$ cat src/rtl/combo_input_engine.sv
// combo_input_engine: history-buffer combo recogniser that turns direction/attack edges into move requests.
// Optional COMBO_MIRROR_EN: swap left/right codes for a left-facing fighter. Rev 1.0
`default_nettype none

module combo_input_engine #(
  parameter int NUM_COMBOS = 2,
  parameter int MAX_LEN    = 8,
  parameter int TIMEOUT    = 10_000_000,
  parameter int MOVE_W     = $clog2(NUM_COMBOS + 2)
) (
  input  logic                          clk,
  input  logic                          rst_n,
  input  logic                          up,
  input  logic                          down,
  input  logic                          left,
  input  logic                          right,
  input  logic                          attack,
  input  logic                          can_attack,
  input  logic                          facing_left,
  input  logic [NUM_COMBOS*MAX_LEN*2-1:0] combo_seq,
  input  logic [NUM_COMBOS*4-1:0]       combo_len,
  output logic                          move_valid,
  output logic [MOVE_W-1:0]             move_code,
  output logic [3:0]                    hist_count
);

  localparam int c_tmr_w = (TIMEOUT > 2) ? $clog2(TIMEOUT) : 1;
  localparam int c_idx_w = $clog2(MAX_LEN);
  localparam logic [c_tmr_w-1:0] c_tmr_last = c_tmr_w'(TIMEOUT - 2);

  logic [3:0]          r_prev_dir;
  logic                r_prev_atk;
  logic [1:0]          r_hist [MAX_LEN];
  logic [3:0]          r_count;
  logic [c_tmr_w-1:0]  r_timer;
  logic                r_move_valid;
  logic [MOVE_W-1:0]   r_move_code;

  logic [3:0]          w_dir_lvl;
  logic [3:0]          w_dir_rise;
  logic                w_atk_rise;
  logic                w_push;
  logic [1:0]          w_code;
  logic [MOVE_W-1:0]   w_match_code;
  int                  w_len;
  logic                w_hit;

  assign w_dir_lvl  = {right, left, down, up};
  assign w_dir_rise = w_dir_lvl & ~r_prev_dir;
  assign w_atk_rise = attack & ~r_prev_atk;
  assign w_push     = |w_dir_rise;

  always_comb begin
    w_code = 2'd3;
    if (w_dir_rise[0])      w_code = 2'd0;
    else if (w_dir_rise[1]) w_code = 2'd1;
    else if (w_dir_rise[2]) w_code = 2'd2;
`ifdef COMBO_MIRROR_EN
    if (facing_left && w_code[1]) w_code[0] = ~w_code[0];
`endif
  end

`ifndef COMBO_MIRROR_EN
  logic w_unused_facing;
  assign w_unused_facing = facing_left;
`endif

  // r_hist[0] is the newest entry, so combo step i lines up with r_hist[len-1-i].
  always_comb begin
    w_match_code = MOVE_W'(1);
    w_len        = 0;
    w_hit        = 1'b0;
    for (int k = 0; k < NUM_COMBOS; k++) begin
      w_len = int'(combo_len[k*4 +: 4]);
      w_hit = (w_len != 0) && (w_len <= int'(r_count)) && (w_len <= MAX_LEN);
      for (int i = 0; i < MAX_LEN; i++) begin
        if (w_hit && (i < w_len)) begin
          if (combo_seq[(k*MAX_LEN + i)*2 +: 2] != r_hist[c_idx_w'(w_len - 1 - i)])
            w_hit = 1'b0;
        end
      end
      if (w_hit) w_match_code = MOVE_W'(k + 2);
    end
  end

  always_ff @(posedge clk or negedge rst_n) begin
    if (!rst_n) begin
      r_prev_dir   <= '0;
      r_prev_atk   <= 1'b0;
      r_count      <= '0;
      r_timer      <= '0;
      r_move_valid <= 1'b0;
      r_move_code  <= '0;
      for (int i = 0; i < MAX_LEN; i++) r_hist[i] <= 2'd0;
    end else begin
      r_prev_dir   <= w_dir_lvl;
      r_prev_atk   <= attack;
      r_move_valid <= 1'b0;
      r_move_code  <= '0;
      if (w_atk_rise) begin
        if (can_attack) begin
          r_move_valid <= 1'b1;
          r_move_code  <= w_match_code;
        end
        r_count <= '0;
        r_timer <= '0;
      end else if (w_push) begin
        r_hist[0] <= w_code;
        for (int i = 1; i < MAX_LEN; i++) r_hist[i] <= r_hist[i-1];
        if (r_count < 4'(MAX_LEN)) r_count <= r_count + 4'd1;
        r_timer <= '0;
      end else if (r_count != 4'd0) begin
        if (r_timer == c_tmr_last) begin
          r_count <= '0;
          r_timer <= '0;
        end else begin
          r_timer <= r_timer + 1'b1;
        end
      end
    end
  end

  assign move_valid = r_move_valid;
  assign move_code  = r_move_code;
  assign hist_count = r_count;

endmodule

`default_nettype wire

$ cat config.mk
export PLATFORM = sky130hd
export DESIGN_NAME = combo_input_engine
export DESIGN_NICKNAME = d
export VERILOG_FILES = /design/src/rtl/combo_input_engine.sv
export SDC_FILE = /design/constraint.sdc
export NUM_CORES = 1
export LEC_CHECK = 0
export CAP_MARGIN = 20
export CORE_ASPECT_RATIO = 1.25
export CORE_UTILIZATION = 45
export DETAILED_ROUTE_END_ITERATION = 10
export GPL_ROUTABILITY_DRIVEN = 0
export PLACE_DENSITY = 0.66
export SKIP_LAST_GASP = 1
export SYNTH_ARGS = -nofsm -noshare
export SYNTH_HDL_FRONTEND = slang
export SYNTH_SLANG_ARGS = --single-unit
$ cat constraint.sdc
create_clock -name clk -period 7 [get_ports clk]
set_input_delay 0.7 -clock clk [delete_from_list [all_inputs] [get_ports clk]]
set_output_delay 0.7 -clock clk [all_outputs]
set_load 0.02 [all_outputs]
After elaboration in Yosys (flattened, before gate mapping). Index checks and enable logic that the tools add are counted.

Word-level logic and storage cells: 234. Latch bits: 0. Bits in read-only memories: 0. Output and inout port bits: 7. Memories kept: 0. Bits of input ports: 49. Register bits after elaboration: 52. Memory bits (writable): 0.

Multiply operators: 0. Add/subtract/negate cells: 18. Order comparisons: 37. Div/mod/pow operators: 0. Reductions and logical operators: 28. Bitwise logic cells: 21. Shifts and indexed selects: 0. Equal/unequal tests: 18. Multiplexer cells: 98.

Operators by type and width (count): 2-bit binary-select mux with 3-bit select (16); 24-bit two-way mux (4); 2-bit two-way mux (38); 3-bit by 4-bit greater-or-equal comparator with 1-bit output (second input constant) (16); 3-bit NOT (16); 1-bit two-way mux (35); 3-bit by 4-bit less-than comparator with 1-bit output (first input constant) (8); 2-bit inequality test (16); 24-bit by 1-bit adder with 24-bit output (second input constant) (1); 24-bit == test (second input constant) (1); 3-bit subtractor (second input constant) (8); 1-bit logical AND (20); 4-bit two-way mux (5); 1-bit by 4-bit less-than comparator with 1-bit output (first input constant) (4); 2-bit by 4-bit less-than comparator with 1-bit output (first input constant) (4); 4-bit nonzero test (3); 3-bit by 1-bit subtractor with 3-bit output (second input constant) (4); 3-bit by 2-bit subtractor with 3-bit output (second input constant) (4); 4-bit less-or-equal comparator (2); 4-bit less-or-equal comparator (second input constant) (2); 3-bit nonzero test (2); 4-bit by 1-bit adder with 4-bit output (second input constant) (1); 4-bit bitwise AND (1); 4-bit less-than comparator (second input constant) (1); other kinds (7) (8).

Depth between registers and ports, before layout. Gate-level depths: netlist of run 1.

Word-level depth: 26. Gate-level depth with buffers: 14. Mapped depth without buffers: 10.

Least setup slack after synthesis of run 1. No wires, ideal clock.

Path kind: input -> register. Start: input combo_len[0]. End: register r_move_code[0] (netlist: move_code[0]). Slack: 3.370 ns. Data required time: 6.882 ns. Stages on the path: 14. Arrival: 3.512 ns. Cells stage by stage: buf_2 > buf_2 > inv_1 > ha_1 > buf_2 > buf_2 > mux4_2 > xnor2_1 > nand2_1 > a2111oi_0 > nand3_1 > nor3_1 > o31ai_1 > a21o_1.

Cells in the longest elaborated chain, start to end: 26. Elaborated cells on any way between the ends: 89.

RTL lines: from (decl) (RTL line 21) `input logic [NUM_COMBOS*4-1:0] combo_len,`; parallel branches: the longest is 21 deep, another holds 3-bit by 1-bit subtractor with 3-bit output; 1-bit two-way mux * (RTL line 77) `if (w_hit && (i < w_len)) begin`; 2-bit two-way mux * (2 in a row) (RTL line 82) `if (w_hit) w_match_code = MOVE_W'(k + 2);`; 2-bit two-way mux * (RTL line 101) `if (can_attack) begin`; 2-bit two-way mux * (RTL line 100) `if (w_atk_rise) begin`; to (signal assigned) (RTL line 103) `r_move_code <= w_match_code;`; to (decl) (RTL line 37) `logic [MOVE_W-1:0] r_move_code;`.

Every way passes the cells marked *. The select of a mux whose other input is x is not followed. A chain may end at the register's enable or synchronous reset.

Worst setup path after layout of run 1.
Start: input combo_len[4]. End: register r_move_code[1] (netlist: move_code[1]).

Cells in the longest elaborated chain, start to end: 25. Elaborated cells on any way between the ends: 88.

RTL lines (RTL line): parallel branches: the longest is 21 deep, another holds 3-bit by 1-bit subtractor with 3-bit output; 1-bit two-way mux * (77); 2-bit two-way mux * (82); 2-bit two-way mux * (101); 2-bit two-way mux * (100).

Marked as above.

==> run_results.csv, run 1 <==
group,metric,value,unit
die,die_area,10400,um^2
flow_run,cap_violations,0,
power,total_power,1.21,mW
routing,drt_iter0_markers,149,
routing,route.detailed.wl_per_inst,16.8,um
clock_tree,cts_tree,"done",
die,die_y,114,um
global_routing,grt_pass1_wl,17900,um
setup_path,r2r_slack,4.26,ns
layout,area_growth,16.9,%
placed_design,dp_hpwl,7820,um
layout,final_layout_size_suffix_gt1_frac,0.0827,
timing,worst_slew_pin_slew,0.773,ns
timing,setup_viol,0,
clock_tree,postCtsSetupRepairBufs,0,
setup_path,cp-end-kind,"flip-flop",
power,power_density,230,nW/um^2
synth,synthFlopType,"dfrtp_1",
setup_path,rr_worst_depth,8,
clock_tree,numCtsBuffers,5,
die,initial_core_util,0.467,
synth,syn-cell-area,4510,um^2
synth,synth_cells,469,
global_routing,antenna_found_initial,0,
hold_path,worstHoldPathType,"reg2reg",
clock_tree,clockRootBuffer,"clkbuf_16",
timing,final_hold_viol_count,0,
hold_path,hold_path.startpoint,"r_timer[5]$_DFFE_PN0P_",
timing,fin_worst_skew,0.00517,ns
synth,synth_edf_count,0,
synth,syn_avg_cell_area,9.61,um^2
global_routing,first_global_vias,3694,
timing,slew-limit-headroom,0.481,
clock_tree,cts_max_level,2,
clock_tree,clkLatencyLatePin,0.29,ns
placed_design,portBuffers,54,
synth,ys_warn_count,0,
die,die_w,91.5,um
timing,fin_tns_setup,0,ns
clock_tree,clk_pin_slew,0.07,ns
layout,post-route-util,0.545,
setup_path,worstPathMaxFanout,15,
global_routing,grt.total_usage,0.215,
power,ir_drop,117,uV
setup_path,cp.required,7.22,ns
setup_path,critPathKind,"in2reg",
layout,n_antenna_cell,0,
routing,postRouteAntennaNets,0,
die,rows,40,
synth,yosysSeqAreaShare,0.289,
synth,syn-num-nets,536,
setup_path,reg2reg_to,"move_code[0]$_DFF_PN0_",
outcome,status,"finished clean",
routing,drc,0,
routing,dr.pass1.iters,4,
timing,min_period,4.99,ns
timing,post-route-period-util,0.713,
clock_tree,cts_hold_buf,0,
hold_path,worstHoldEndpoint,"r_timer[5]$_DFFE_PN0P_",
die,num_io_pins,56,
synth,ys_ff_latch,52,
power,power.leakage,2.25,nW
setup_path,r2r_start,"r_hist[6]$_DFFE_PN0P_",
clock_tree,clockBufferDepth,2,
global_routing,grt_start_max_net_pins,53,
routing,via_count,3638,
timing,max_freq,200,MHz
synth,ys_async_sr_fraction,1.00,
setup_path,critPathArrivalTime,5.21,ns
routing,viasPerCell,5.74,
synth,synth_cell_types,52,
hold_path,holdPathStages,1,
clock_tree,cts_resized,0,
global_routing,overflow,0,
clock_tree,clock_sinks,52,
timing,slew_violations,0,
die,fp.coreArea,9660,um^2
layout,num-nets-final,574,
setup_path,worstSetupStartpointType,"primary input",
timing,rsz0062_at_grt,"false",
routing,drt-total-wl,10700,um
## how the worst max path moves through the flow
| stage | from | endpoint | slack, ns | cells past startpoint |
|---|---|---|---|---|
| finish | combo_len[4] | move_code[1]$_DFF_PN0_ | 2.01 | 12 |
| floorplan | combo_len[0] | move_code[0]$_DFF_PN0_ | 3.37 | 14 |
| detailed placement | combo_len[4] | move_code[1]$_DFF_PN0_ | 1.74 | 12 |
| global placement | combo_len[4] | move_code[1]$_DFF_PN0_ | 1.86 | 12 |
| global route | combo_len[4] | move_code[1]$_DFF_PN0_ | 1.82 | 12 |
| CTS | combo_len[4] | move_code[1]$_DFF_PN0_ | 2.04 | 12 |
## worst max-delay path, cell delays in order
cell	delay [ns]
clkdlybuf4s50_1	0.92
clkinv_1	0.47
ha_1	0.62
buf_4	0.33
mux4_1	0.62
mux2i_1	0.19
xor2_1	0.17
nand2_1	0.11
or3_1	0.41
a2111oi_2	0.24
o2111a_1	0.29
o21bai_1	0.11
## sequential cells by signal (all words and copies together), names as in the netlist
register and flops:
r_timer 24, hist_count 4, move_code 2, r_prev_atk 1
move_valid 1, r_prev_dir 4, r_hist 16
## synthesized netlist by cell type, drive strengths merged, types with 2 or more instances
cell	instances	area, um^2
nand2b	13	81.3
or3	3	18.8
ha	18	225
xor2	18	165
nand4	8	50.1
nor2	20	75.1
a22o	2	17.5
xnor2	27	236
nand3	16	80.1
o21ai	30	150
dfrtp	52	1300
mux4	26	593
o21a	2	15.0
o31ai	8	60.1
a21o	2	15.0
nor2b	7	43.8
xnor3	3	68.8
a2111oi	4	41.3
nor3	6	30.0
and2	3	18.8
clkbuf	16	60.1
inv	14	52.6
a21oi	11	55.1
buf	11	70.1
mux2i	50	500
and3	6	37.5
nand2	70	263
nor4	4	25.0
nor3b	2	15.0
## stage by stage
| step | std cells | worst slack (ns) | area (um^2) | hold slack, ns |
|---|---|---|---|---|
| 2_1_floorplan | 469 | 3.37 | 4510 | 0.404 |
| 3_3_place_gp | 625 | 1.86 | 5090 | 0.475 |
| 3_5_place_dp | 625 | 1.74 | 5090 | 0.480 |
| 4_1_cts | 633 | 2.04 | 5260 | 0.494 |
| 5_1_grt | 634 | 1.82 | 5270 | 0.524 |
| 6_report | 634 | 2.01 | 5270 | 0.494 |
## layout by cell type, fill, tap and decap left out, types with 3 or more instances in the layout
cell type / Yosys / final
nor2b_1: 7 / 7
buf_4: 1 / 4
nor3_1: 6 / 6
ha_1: 18 / 18
mux4_2: 24 / 24
nand2_1: 70 / 70
o31ai_1: 8 / 8
nor4_1: 4 / 4
o21ai_0: 30 / 29
nand4_1: 8 / 8
clkbuf_16: 0 / 5
xor2_1: 17 / 17
or3_1: 3 / 3
clkdlybuf4s50_1: 0 / 53
inv_1: 14 / 14
and3_1: 6 / 6
xnor2_1: 27 / 27
dfrtp_1: 52 / 52
and2_1: 3 / 3
a21oi_1: 11 / 11
nand3_1: 16 / 16
mux2i_1: 50 / 50
nand2b_1: 13 / 13
nor2_1: 20 / 20
a2111oi_0: 3 / 3
## power by group
group	switching [mW]	internal (mW)
clock	0.107	0.168
sequential	0.0858	0.334
combinational	0.252	0.262
## cell type report
type                    instances  area, um^2
multi-input cells             375        3020
inverters                      15        56.3
clock buffers                   5         125
clock inverters                 3        42.5
fillers                       864        4390
flip-flops and latches         52        1300
repair buffers                 58         566
well taps                     126         158
## routing by layer
layer,global-route usage,part of all wire,up-vias
met5,0,0,-
met4,0.0804,0.025,0
met3,0.0213,0.032,15
met2,0.405,0.53,85
met1,0.250,0.41,1769
li1,-,-,1769
## cells by family after synthesis
kind of cell    count (synthesis)  share of synthesized area
buf+inv                        42                     0.0414
mux                            77                      0.245
xor+xnor                       48                      0.104
simple gates                  163                      0.173
fa+ha+maj                      18                     0.0500
flops                          52                      0.289
compound gates                 69                     0.0974
Note: power is estimated with default switching activity, not from simulation.
==> run 2, diff against run 1 <==
- PLACE_DENSITY: 0.66 -> 0.68
- clock period: 7 -> 4.3 ns (I/O delays scaled with it)
==> run 2 against run 1 <==
Compared with the run above: non-clock buffer count increased by 3; sequential power increased by 63%; clock skew is essentially flat.
==> run_results.csv, run 2 (synthesis gave the netlist of run 1 again) <==
group,metric,value,unit
layout,stdcell_area,5290,um^2
power,power.leakage,2.26,nW
placed_design,place_area,5110,um^2
clock_tree,clockRootBuffer,"clkbuf_16",
timing,fin_hold_ws,0.250,ns
clock_tree,clockBufferDepth,2,
setup_path,critPathKind,"in2reg",
routing,dr.pass1.iters,4,
setup_path,worstPathMaxFanout,17,
setup_path,r2r_start,"r_hist[4]$_DFFE_PN0P_",
layout,regMostFlops,"r_timer",
power,p_int,1.25,mW
global_routing,grt_start_max_net_pins,53,
layout,final_layout_size_suffix_gt1_frac,0.0881,
timing,max_freq,275,MHz
timing,final_hold_viol_count,0,
placed_design,portBuffers,54,
global_routing,grt.total_usage,0.216,
clock_tree,clock_sinks,52,
clock_tree,clkLatencyLatePin,0.28,ns
timing,setup_viol,0,
die,num_io_pins,56,
flow_run,cap_violations,0,
layout,post-route-util,0.548,
timing,slew-limit-headroom,0.560,
power,power_frac_comb,0.427,
power,seqPwrFrac,0.346,
setup_path,cp-end-kind,"flip-flop",
timing,post-route-period-util,0.846,
clock_tree,numCtsBuffers,5,
timing,rsz0062_at_grt,"false",
layout,num-nets-final,577,
placed_design,dp_hpwl,7870,um
die,die_y,114,um
power,clockPowerShare,0.227,
die,fp.coreArea,9660,um^2
power,swShare,0.370,
timing,slew_violations,0,
layout,area_growth,17.4,%
setup_path,critPathArrivalTime,3.85,ns
timing,fin_tns_setup,0,ns
global_routing,overflow,0,
routing,drc,0,
setup_path,worstSetupStartpoint,"combo_len[4]",
layout,mostFrequentLayoutCell,"nand2_1",
global_routing,first_global_vias,3635,
global_routing,antenna_found_initial,0,
routing,via_count,3675,
power,power_density,374,nW/um^2
routing,route.detailed.wl_per_inst,16.7,um
setup_path,cp.required,4.51,ns
routing,drt-total-wl,10600,um
layout,n_antenna_cell,0,
die,initial_core_util,0.467,
layout,largest_register_ffs,24,
power,p_sw,733,uW
die,die_w,91.5,um
layout,multi_input_area,3020,um^2
routing,postRouteAntennaNets,0,
setup_path,worstSetupStartpointType,"primary input",
layout,seqCellArea,1300,um^2
clock_tree,cts_tree,"done",
routing,drt_iter0_markers,166,
routing,viasPerCell,5.77,
outcome,status,"finished clean",
die,die_area,10400,um^2
clock_tree,cts_max_level,2,
power,total_power,1.98,mW
timing,worst_slew_pin_slew,0.660,ns
clock_tree,postCtsSetupRepairBufs,0,
clock_tree,cts_hold_buf,0,
clock_tree,cts_resized,0,
timing,fin_worst_skew,0.00519,ns
die,rows,40,
timing,fin_ws,0.664,ns
placed_design,pre_cts_ws,0.411,ns
clock_tree,clk_pin_slew,0.07,ns
global_routing,grt_pass1_wl,18000,um
layout,finalNonFillerCells,637,
hold_path,worstHoldPathType,"in2async",
layout,top_regs,"r_timer: 24 flops, r_hist: 16 flops",
layout,mostFrequentLayoutCells,"nand2_1 (70), clkdlybuf4s50_1 (53), dfrtp_1 (52)",
layout,nFillCells,867,
timing,min_period,3.64,ns
power,ir_drop,223,uV
placed_design,dpl.cell_count,628,
run 2: changes by cell type in the layout (fill, tap and decap cells not counted):
cell / previous run / this run
buf_4: 4 / 7
run 2: final timing paths:
kind	endpoint	slack (ns)	cells after the start
min reg2reg	r_timer[10]$_DFFE_PN0P_	0.51	1
min in group clk	r_timer[10]$_DFFE_PN0P_	0.51	1
max	move_code[1]$_DFF_PN0_	0.66	12
max in group asynchronous	r_prev_dir[0]$_DFF_PN0_	3.61	2
min	r_timer[18]$_DFFE_PN0P_	0.25	2
max reg2reg	move_code[0]$_DFF_PN0_	1.54	9
run 2: cell type report:
type | instances | area share
Multi-Input combinational cell | 375 | 0.571
Timing Repair Buffer | 61 | 0.111
Clock inverter | 3 | 0.00804
Sequential cell | 52 | 0.246
Clock buffer | 5 | 0.0237
Inverter | 15 | 0.0106
Tap cell | 126 | 0.0298
run 2: power by group through the flow:
stage | logic (mW) | registers (mW) | clock network [mW]
after floorplan | 0.651 | 0.625 | 0
after global placement | 0.818 | 0.685 | 0
after detailed placement | 0.848 | 0.691 | 0
after CTS | 0.851 | 0.681 | 0.458
after global routing | 0.936 | 0.696 | 0.481
final | 0.845 | 0.684 | 0.449
run 2: per-layer routing:
metal | GRT usage | vias to the layer above | wire [um] | share of wire
li1 | - | 1773 | - | -
met1 | 0.264 | 1801 | 4480 | 0.42
met2 | 0.401 | 90 | 5600 | 0.53
met3 | 0.0247 | 11 | 404 | 0.038
met4 | 0.0593 | 0 | 158 | 0.015
met5 | 0 | - | 0 | 0
run 2: critical path, stage by stage:
cell	delay (ns)
clkdlybuf4s50_1	0.48
clkinv_1	0.26
ha_1	0.53
buf_4	0.34
mux2i_1	0.37
mux2i_1	0.17
mux2i_1	0.20
xor2_1	0.20
nand4_1	0.11
o41ai_1	0.37
o2111a_1	0.27
o21bai_1	0.12
==> run 3, diff against run 2 <==
- clock period: 4.3 -> 3.2 ns (I/O delays scaled with it)
==> run 3 against run 2 <==
Compared with the run above: non-clock buffer count rose by 28; critical path depth rose by 1; clock power up 44%; global-route usage is 0.90 points higher; critical endpoint is now move_code[0]$_DFF_PN0_.
==> run_results.csv, run 3 (synthesis gave the netlist of run 1 again) <==
group,metric,value,unit
routing,topRoutingLayerUsed,"met4",
timing,fin_hold_ws,0.0836,ns
routing,postRouteAntennaNets,0,
placed_design,pre_cts_ws,-0.283,ns
layout,mostFrequentLayoutCell,"nand2_1",
placed_design,portBuffers,54,
layout,nFillCells,834,
timing,setup_viol,0,
clock_tree,clock_sinks,52,
die,die_area,10400,um^2
routing,viasPerCell,5.80,
routing,dr.pass1.iters,4,
die,die_y,114,um
setup_path,rr_worst_depth,9,
layout,final_layout_size_suffix_gt1_frac,0.158,
timing,slew-limit-headroom,0.522,
setup_path,worstPathCellList,"clkdlybuf4s50_1 -> inv_1 -> ha_4 -> buf_12 -> mux4_2 -> mux2i_2 -> xnor2_1 -> nor4_1 -> nand3_1 -> nor3_1 -> o31ai_1 -> buf_4 -> a21o_1",
timing,fin_ws,0.142,ns
layout,num-nets-final,605,
routing,dr_wl_met2,5930,um
routing,drc,0,
routing,route.detailed.wl_per_inst,17.0,um
setup_path,cp-end-kind,"flip-flop",
clock_tree,cts_tree,"done",
power,p_int,1.80,mW
global_routing,grt_start_max_net_pins,33,
layout,finalNonFillerCells,665,
power,p_sw,1.03,mW
die,fp.coreArea,9660,um^2
die,initial_core_util,0.467,
timing,post-route-period-util,0.956,
die,rows,40,
die,num_io_pins,56,
setup_path,worstSetupStartpointType,"primary input",
power,power.leakage,2.41,nW
routing,via_count,3854,
placed_design,dp_hpwl,8560,um
flow_run,cap_violations,0,
setup_path,worstPathMaxFanout,9,
power,power_density,503,nW/um^2
layout,mostFrequentLayoutCells,"nand2_1 (70), clkdlybuf4s50_1 (53), dfrtp_1 (52)",
layout,top_regs,"r_timer: 24 flops, r_hist: 16 flops",
timing,final_hold_viol_count,0,
layout,n_antenna_cell,0,
clock_tree,clockRootBuffer,"clkbuf_16",
setup_path,critPathKind,"in2reg",
clock_tree,clkLatencyLatePin,0.29,ns
die,die_w,91.5,um
global_routing,grt_pass1_wl,18600,um
timing,max_freq,327,MHz
routing,drt-total-wl,11300,um
setup_path,cp.required,3.38,ns
global_routing,grt.total_usage,0.225,
placed_design,dpl.cell_count,655,
power,clockPowerShare,0.228,
routing,drt_iter0_markers,190,
setup_path,critPathArrivalTime,3.24,ns
outcome,status,"finished clean",
routing,wl_met1,4680,um
setup_path,max_stage_delay,0.51,ns
global_routing,antenna_found_initial,0,
power,seqPwrFrac,0.328,
timing,min_period,3.06,ns
clock_tree,cts_max_level,2,
setup_path,cp_slowest_cell,"mux4_2",
power,power_frac_comb,0.444,
power,swShare,0.365,
clock_tree,numCtsBuffers,5,
timing,slew_violations,0,
routing,wl_met3,451,um
timing,worst_slew_pin_slew,0.717,ns
global_routing,first_global_vias,3779,
timing,fin_worst_skew,0.00487,ns
layout,area_growth,24.8,%
clock_tree,cts_hold_buf,0,
layout,regMostFlops,"r_timer",
global_routing,overflow,0,
layout,multi_input_area,3090,um^2
hold_path,worstHoldPathType,"in2async",
power,ir_drop,328,uV
layout,seqCellArea,1300,um^2
clock_tree,clk_pin_slew,0.07,ns
clock_tree,clockBufferDepth,2,
layout,largest_register_ffs,24,
## run 3: cell types whose count changed in the layout (fill, tap and decap cells not counted), sizes merged
cell and delta:
clkinvlp -1, clkinv -1, clkbuf +3, buf +27
## run 3: power groups by stage
stage / Combinational, mW / Clock, mW / Sequential [mW]
floorplan: 0.876 / 0 / 0.840
global placement: 1.17 / 0 / 0.925
detailed placement: 1.21 / 0 / 0.931
CTS: 1.21 / 0.656 / 0.919
global route: 1.38 / 0.681 / 0.939
finish: 1.25 / 0.645 / 0.928
## run 3: area by class of cell
type	count	share of cell area
Clock inverter	1	0.00534
Timing Repair Buffer	89	0.149
Sequential cell	52	0.231
Inverter	15	0.0102
Multi-Input combinational cell	375	0.549
Clock buffer	7	0.0271
Tap cell	126	0.0280
## run 3: per-layer routing
layer	vias to the layer above	global-route usage
met5	-	0
met4	0	0.0720
met3	16	0.0253
met2	105	0.420
met1	1904	0.270
li1	1829	-
## run 3: repair_timing
| item | in CTS | in global routing |
|---|---|---|
| endpoints found under the setup margin | 0 | 2 |
| buffers inserted | 0 | 1 |
| gates resized for setup | 0 | 18 |
## run 3: metrics by stage
stage	TNS (ns)	power [mW]	area, um^2	util
after CTS	0	2.78	5510	0.571
after detailed placement	-0.561	2.14	5330	0.552
after global placement	-0.428	2.09	5330	0.552
after global routing	-0.000957	3.00	5620	0.582
after floorplan	0	1.72	4510	-
final	0	2.83	5620	0.582
## run 3: critical path: cells and delay by family
family / cells / cell delay [ns]
buffers and inverters: 4 / 0.90
muxes: 2 / 0.73
and+or+nand+nor: 3 / 0.61
adders and majority gates: 1 / 0.30
AOI/OAI and AO/OA: 2 / 0.28
xor gates and xnor gates: 1 / 0.11
## run 3: path summary, 6_finish.rpt
check	startpoint	end	slack [ns]
setup / recovery	combo_len[0]	move_code[0]$_DFF_PN0_	0.14
hold / removal	rst_n	r_timer[23]$_DFFE_PN0P_	0.08
setup reg to reg	r_hist[13]$_DFFE_PN0P_	move_code[0]$_DFF_PN0_	0.47
hold reg to reg	r_timer[5]$_DFFE_PN0P_	r_timer[5]$_DFFE_PN0P_	0.51
max in group asynchronous	rst_n	r_timer[12]$_DFFE_PN0P_	2.36
min in group clk	right	r_prev_dir[3]$_DFF_PN0_	0.50
